File: src/rtl/instr_fetch_pkg.sv
// Shared core definitions: instruction encoding and the fetch FSM state type.
package instr_fetch_pkg;

  localparam int unsigned REG_IDX_W = 5;
  localparam int unsigned OP_W      = 2;

  // Instruction field bit positions (LSB of each field) for a 32-bit word
  localparam int unsigned OP_LSB    = 30;
  localparam int unsigned RD_LSB    = 25;
  localparam int unsigned RS1_LSB   = 20;
  localparam int unsigned RS2_LSB   = 15;
  localparam int unsigned PAD_W     = 15;

  typedef enum logic [OP_W-1:0] {
    OP_ADD = 2'b00,
    OP_SUB = 2'b01,
    OP_2   = 2'b10
  } op_t;

  typedef struct packed {
    op_t                  op;
    logic [REG_IDX_W-1:0] rd;
    logic [REG_IDX_W-1:0] rs1;
    logic [REG_IDX_W-1:0] rs2;
    logic [PAD_W-1:0]     pad;
  } instr_t;

  typedef enum logic [1:0] {
    ST_IDLE = 2'd0,
    ST_RUN  = 2'd1,
    ST_DONE = 2'd2
  } state_t;

  function automatic instr_t make_instr(op_t op, logic [REG_IDX_W-1:0] rd,
                                        logic [REG_IDX_W-1:0] rs1,
                                        logic [REG_IDX_W-1:0] rs2);
    instr_t w;
    w.op  = op;
    w.rd  = rd;
    w.rs1 = rs1;
    w.rs2 = rs2;
    w.pad = '0;
    return w;
  endfunction

endpackage

File: src/rtl/instr_fetch_prog_mem.sv
// Program memory: synchronous write, combinational read, contents survive reset.
module prog_mem #(
  parameter int unsigned DEPTH = 16,
  parameter int unsigned WIDTH = 32,
  localparam int unsigned AW   = $clog2(DEPTH)
) (
  input  logic             clk,
  input  logic             wr_en,
  input  logic [AW-1:0]    wr_addr,
  input  logic [WIDTH-1:0] wr_data,
  input  logic [AW-1:0]    rd_addr,
  output logic [WIDTH-1:0] rd_data
);

  logic [WIDTH-1:0] mem [DEPTH];

  always_ff @(posedge clk) begin
    if (wr_en) mem[wr_addr] <= wr_data;
  end

  assign rd_data = mem[rd_addr];

endmodule

File: src/rtl/instr_fetch.sv
// Instruction fetch: loads a program, then issues len words to the core over a valid/ready link.
module instr_fetch
  import instr_fetch_pkg::*;
#(
  parameter int unsigned PROG_DEPTH  = 16,
  parameter int unsigned INSTR_WIDTH = 32,
  localparam int unsigned AW         = $clog2(PROG_DEPTH)
) (
  input  logic                   i_CLK,
  input  logic                   i_RST,
  input  logic                   i_wr_en,
  input  logic [AW-1:0]          i_wr_addr,
  input  logic [INSTR_WIDTH-1:0] i_wr_data,
  input  logic                   i_start,
  input  logic [AW:0]            i_len,
  output logic [INSTR_WIDTH-1:0] o_instr,
  output logic                   o_valid,
  input  logic                   i_ready,
  output logic                   o_busy,
  output logic                   o_done,
  output logic [AW-1:0]          o_pc
);

  state_t                 state, state_n;
  logic [INSTR_WIDTH-1:0] instr, instr_n;
  logic                   valid, valid_n;
  logic                   busy, busy_n;
  logic                   done, done_n;
  logic [AW-1:0]          pc, pc_n;
  logic [AW:0]            cnt, cnt_n;
  logic [AW:0]            len_q, len_n;

  logic [AW:0]            len_clamped;
  logic                   mem_we;
  logic [AW-1:0]          rd_addr;
  logic [INSTR_WIDTH-1:0] rd_data;
  logic [INSTR_WIDTH-1:0] first_word;

  assign len_clamped = (i_len > (AW+1)'(PROG_DEPTH)) ? (AW+1)'(PROG_DEPTH) : i_len;
  assign mem_we      = i_wr_en && (state == ST_IDLE);
  assign rd_addr     = (state == ST_IDLE) ? '0 : AW'(pc + AW'(1));
  // A write to word 0 on the start edge must be visible to the first issued word
  assign first_word  = (mem_we && (i_wr_addr == '0)) ? i_wr_data : rd_data;

  prog_mem #(
    .DEPTH (PROG_DEPTH),
    .WIDTH (INSTR_WIDTH)
  ) u_prog_mem (
    .clk     (i_CLK),
    .wr_en   (mem_we),
    .wr_addr (i_wr_addr),
    .wr_data (i_wr_data),
    .rd_addr (rd_addr),
    .rd_data (rd_data)
  );

  // State and output registers
  always_ff @(posedge i_CLK or posedge i_RST) begin
    if (i_RST) begin
      state <= ST_IDLE;
      instr <= '0;
      valid <= 1'b0;
      busy  <= 1'b0;
      done  <= 1'b0;
      pc    <= '0;
      cnt   <= '0;
      len_q <= '0;
    end else begin
      state <= state_n;
      instr <= instr_n;
      valid <= valid_n;
      busy  <= busy_n;
      done  <= done_n;
      pc    <= pc_n;
      cnt   <= cnt_n;
      len_q <= len_n;
    end
  end

  // Next-state and next-output logic
  always_comb begin
    state_n = state;
    instr_n = instr;
    valid_n = valid;
    pc_n    = pc;
    cnt_n   = cnt;
    len_n   = len_q;
    unique case (state)
      ST_IDLE: begin
        if (i_start) begin
          len_n = len_clamped;
          cnt_n = '0;
          pc_n  = '0;
          if (len_clamped == '0) begin
            state_n = ST_DONE;
          end else begin
            state_n = ST_RUN;
            instr_n = first_word;
            valid_n = 1'b1;
          end
        end
      end
      ST_RUN: begin
        if (valid && i_ready) begin
          cnt_n = (AW+1)'(cnt + (AW+1)'(1));
          if (cnt_n == len_q) begin
            valid_n = 1'b0;
            state_n = ST_DONE;
          end else begin
            instr_n = rd_data;
            pc_n    = AW'(pc + AW'(1));
          end
        end
      end
      ST_DONE: state_n = ST_IDLE;
      default: state_n = ST_IDLE;
    endcase
    done_n = (state_n == ST_DONE);
    busy_n = (state_n != ST_IDLE);
  end

  assign o_instr = instr;
  assign o_valid = valid;
  assign o_busy  = busy;
  assign o_done  = done;
  assign o_pc    = pc;

endmodule

File: config.mk
export PLATFORM = sky130hd
export DESIGN_NAME = instr_fetch
export DESIGN_NICKNAME = d
export VERILOG_FILES = /design/src/rtl/instr_fetch_pkg.sv /design/src/rtl/instr_fetch_prog_mem.sv /design/src/rtl/instr_fetch.sv
export SDC_FILE = /design/constraint.sdc
export NUM_CORES = 1
export LEC_CHECK = 0
export ABC_AREA = 0
export BUFFER_PORTS_ARGS = -buffer_cell sky130_fd_sc_hd__clkbuf_2
export CAP_MARGIN = 20
export CORE_MARGIN = 8
export CORE_UTILIZATION = 25
export DETAILED_ROUTE_END_ITERATION = 7
export PLACE_DENSITY = 0.44
export RECOVER_POWER = 25
export REMOVE_ABC_BUFFERS = 1
export SYNTH_ARGS = -nofsm -noshare
export SYNTH_HDL_FRONTEND = slang
export SYNTH_SLANG_ARGS = --single-unit
File: constraint.sdc
create_clock -name i_CLK -period 4.9 [get_ports i_CLK]
set_clock_uncertainty 0.05 [all_clocks]
set_input_delay 0.245 -clock i_CLK [delete_from_list [all_inputs] [get_ports i_CLK]]
set_output_delay 0.245 -clock i_CLK [all_outputs]
set_load 0.1 [all_outputs]
==> impl_metrics.sql <==
INSERT INTO impl_metrics (metric_group, metric, value, unit) VALUES
('floorplanning', 'core_area', '94600', 'um^2'),
('sta', 'post-route-period-util', '72.9', '%'),
('sta', 'number_of_max_slew_violations_in_the_final_report', '0', ''),
('global_routing', 'antenna_violations_before_repair', '6', ''),
('route', 'via_per_inst', '4.83', ''),
('setup_path', 'cp_slowest_stage_delay', '0.63', 'ns'),
('place', 'dp_hpwl', '38800', 'um'),
('sta', 'maxSlewHeadroom', '29.5', '%'),
('cts', 'cts-root-buf', 'clkbuf_16', ''),
('synth', 'synth_flop_cell', 'edfxtp_1', ''),
('synth', 'synth_enable_flop_cells', '512', ''),
('cells_and_area', 'area_delta_synth_final', '18.1', '%'),
('place', 'port_buffers', '84', ''),
('outcome', 'run_status', 'completed', ''),
('sta', 'finalHoldViolations', '0', ''),
('power', 'cellLeakagePower', '0.00885', 'uW'),
('setup_path', 'worst-endpoint-arrival', '4.03', 'ns'),
('floorplanning', 'initial_core_util', '25.1', '%'),
('setup_path', 'timing.critical_path.slowest_stage_cell', 'dfrtp_4', ''),
('synth', 'synth_area_per_cell', '14.7', 'um^2'),
('cts', 'clk_latency', '0.63', 'ns'),
('route', 'drc', '0', ''),
('global_routing', 'grt_usage', '13.1', '%'),
('sta', 'setup_viol', '0', ''),
('setup_path', 'crit_path_cell_trace', 'ha_1 -> buf_4 -> inv_4 -> buf_4 -> o21ai_0 -> a31o_1 -> a2111oi_0 -> o21ai_1', ''),
('route', 'routed-via-count', '14700', ''),
('synth', 'synthMostInstantiatedCell', 'edfxtp_1', ''),
('setup_path', 'timing.critical_path.from_type', 'flop', ''),
('cts', 'clock_tree.htree_level_count', '2', ''),
('floorplanning', 'fp-row-count', '113', ''),
('synth', 'synthesis.instances', '1618', ''),
('cells_and_area', 'nets', '1768', ''),
('cts', 'post_cts_resize_count', '0', ''),
('synth', 'synth_sequential_area_ratio', '70.2', '%'),
('setup_path', 'data_required_time_at_the_worst_endpoint', '5.36', 'ns'),
('floorplanning', 'die_h', '324', 'um'),
('synth', 'synthesis.yosys.warnings', '0', ''),
('cells_and_area', 'post_route_cells_drive_above_1_share', '18.1', '%'),
('global_routing', 'grt.overflow.total', '0', ''),
('synth', 'syn-cell-area', '23700', 'um^2'),
('route', 'initial_drt_markers', '1258', ''),
('synth', 'synth_top_area_share', '64.8', '%'),
('power', 'total_power_draw', '16800', 'uW'),
('cts', 'clock_tree_from_tritoncts', 'built', ''),
('synth', 'synth_cell_count_leaders', 'edfxtp_1, nand2b_1, o22ai_1', ''),
('floorplanning', 'die_w', '324', 'um'),
('route', 'routed_wirelength', '70000', 'um'),
('cts', 'cts_sinks', '563', ''),
('global_routing', 'first_global_vias', '14900', ''),
('cts', 'tritoncts.num_buffers', '60', ''),
('synth', 'netlist_cell_types', '54', ''),
('synth', 'netlist_top_cells_area', 'edfxtp_1, dfrtp_1, mux2_2, o31ai_1, nand2b_1', ''),
('global_routing', 'grt_max_degree', '128', ''),
('setup_path', 'worst-r2r-setup-slack', '1.33', 'ns'),
('floorplanning', 'die_area', '105000', 'um^2'),
('floorplanning', 'top_level_ports', '85', ''),
('setup_path', 'crit_path_frequent_cell', 'buf_4', ''),
('sta', 'maxClockFrequency', '0.280', 'GHz'),
('sta', 'worst-slew-pin-transition', '1.06', 'ns'),
('route', 'antenna_left', '0', ''),
('sta', 'rsz0062_at_grt', 'false', ''),
('sta', 'setup_total_negative_slack', '0', 'ns'),
('synth', 'ys_ff_latch', '563', ''),
('flow_run', 'cap_violations', '0', ''),
('setup_path', 'timing.critical_path.fanout_max', '60', ''),
('synth', 'synth_largest_area_cell', 'edfxtp_1', ''),
('sta', 'period_minus_slack', '3.57', 'ns'),
('hold_path', 'hold_class', 'in -> reg', ''),
('route', 'tritonroute_pass_1_iters', '5', ''),
('route', 'wl_per_cell', '23.0', 'um'),
('setup_path', 'critical_path_class', 'reg -> reg', ''),
('cts', 'clock_tree_buf_depth', '3', ''),
('global_routing', 'first_pass_grt_wire_length', '103000', 'um'),
('setup_path', 'endpoint_type_of_the_worst_setup_path', 'flop', ''),
('place', 'routabilityCongestion', '0.740', ''),
('cts', 'worst_setup_hold_path_clk_slew', '0.06', 'ns'),
('cts', 'cts_setup_buffers', '0', ''),
('power', 'irDropWorstVdd', '0.321', 'mV'),
('synth', 'synth-async-reset-ratio', '9.06', '%'),
('power', 'power_density', '601', 'nW/um^2');
==> worst max-delay path: cells and delay by family (launching register included) <==
| kind | cells | cell delay (ns) |
|---|---|---|
| adder cells (fa/ha/maj) | 1 | 0.62 |
| flip-flops | 1 | 0.63 |
| buffers and inverters | 3 | 0.99 |
| AO/OA/AOI/OAI | 4 | 1.08 |
==> state kept, by name, summed over array words and instances (netlist names), 2 cells and up <==
| signal | cells |
|---|---|
| cnt | 5 |
| o_instr | 32 |
| len_q | 5 |
| o_pc | 4 |
| u_prog_mem.mem | 512 |
| state | 2 |
==> cell usage in the layout (no fill, tap or decap), drive strengths merged, types with 9 or more instances in the layout <==
cell and n:
a21oi 11, clkbuf 164, clkinv 24, a211oi 58
nand2b 101, o31ai 89, mux2 90, nor3 39
a2111oi 30, a31o 25, dfrtp 51, nand2 77
a221oi 31, o21ai 106, edfxtp 512, dlygate4sd3 34
o22ai 97, inv 10, mux2i 39, nor2b 29
a31oi 9, buf 52, nor2 31
==> per-layer routing <==
layer	vias up	track usage, %	part of all wire (%)
met5	-	0	0
met4	0	2.75	1.6
met3	93	2.01	5.3
met2	383	20.4	45
met1	7579	19.2	48
li1	6631	-	-
==> kinds of logic (layout without fill, tap and decap cells) <==
group	after synthesis	count (layout)	synth area share [%]
muxes	129	129	5.92
AOI/OAI and AO/OA	472	472	13.7
xor gates and xnor gates	11	11	0.607
other	0	4	0
and+or+nand+nor	301	301	6.67
DFF	563	563	70.2
buffers and inverters	140	294	2.80
adders and majority gates	2	2	0.105
==> what timing repair did <==
item | in CTS | in global routing
hold buffers | 34 | 0
endpoints found under the setup margin | 0 | 0
hold endpoints to repair | 394 | 0
==> final timing paths <==
| check | from | to | depth (start not counted) |
|---|---|---|---|
| setup / recovery | o_pc[0]$_DFFE_PP0P_ | o_instr[19]$_DFFE_PP0P_ | 8 |
| hold / removal | i_wr_data[23] | u_prog_mem.mem[10][23]$_DFFE_PP_ | 1 |
| setup reg to reg | o_pc[0]$_DFFE_PP0P_ | o_instr[19]$_DFFE_PP0P_ | 8 |
| hold reg to reg | o_instr[6]$_DFFE_PP0P_ | o_instr[6]$_DFFE_PP0P_ | 2 |
| max in group asynchronous | i_RST | o_pc[0]$_DFFE_PP0P_ | 4 |
| min in group asynchronous | i_RST | cnt[0]$_DFFE_PP0P_ | 3 |
==> power by group <==
| group | switching, uW | total, uW | internal [uW] | leakage (uW) |
|---|---|---|---|---|
| Sequential | 258 | 5770 | 5510 | 0.00523 |
| Clock | 1910 | 4610 | 2700 | 0.000963 |
| Combinational | 4520 | 6460 | 1940 | 0.00266 |
| Total | 6690 | 16800 | 10100 | 0.00885 |
==> area by class of cell <==
type / count / area, um^2
clock buffer: 80 / 1630
clock inverter: 34 / 372
antenna: 4 / 10.0
multi-input combinational: 915 / 6550
inverter: 10 / 40.0
sequential: 563 / 16700
fill: 9460 / 66600
timing repair buffer: 170 / 1180
tap: 1265 / 1580
==> stage by stage <==
| step | instance area, um^2 | util [%] | hold WS [ns] | worst slack [ns] | cells |
|---|---|---|---|---|---|
| final | 28000 | 29.6 | 0.131 | 1.33 | 3041 |
| after detailed placement | 25700 | 27.1 | 0.438 | 1.34 | 2888 |
| after floorplan | 23100 | - | 0.294 | -7.02 | 1488 |
| after CTS | 28000 | 29.6 | 0.00628 | 1.34 | 3036 |
| after global placement | 25700 | 27.1 | 0.424 | 1.38 | 2888 |
| after global routing | 28000 | 29.6 | 0.168 | 1.03 | 3037 |
Power figures use the tool's default switching activity.
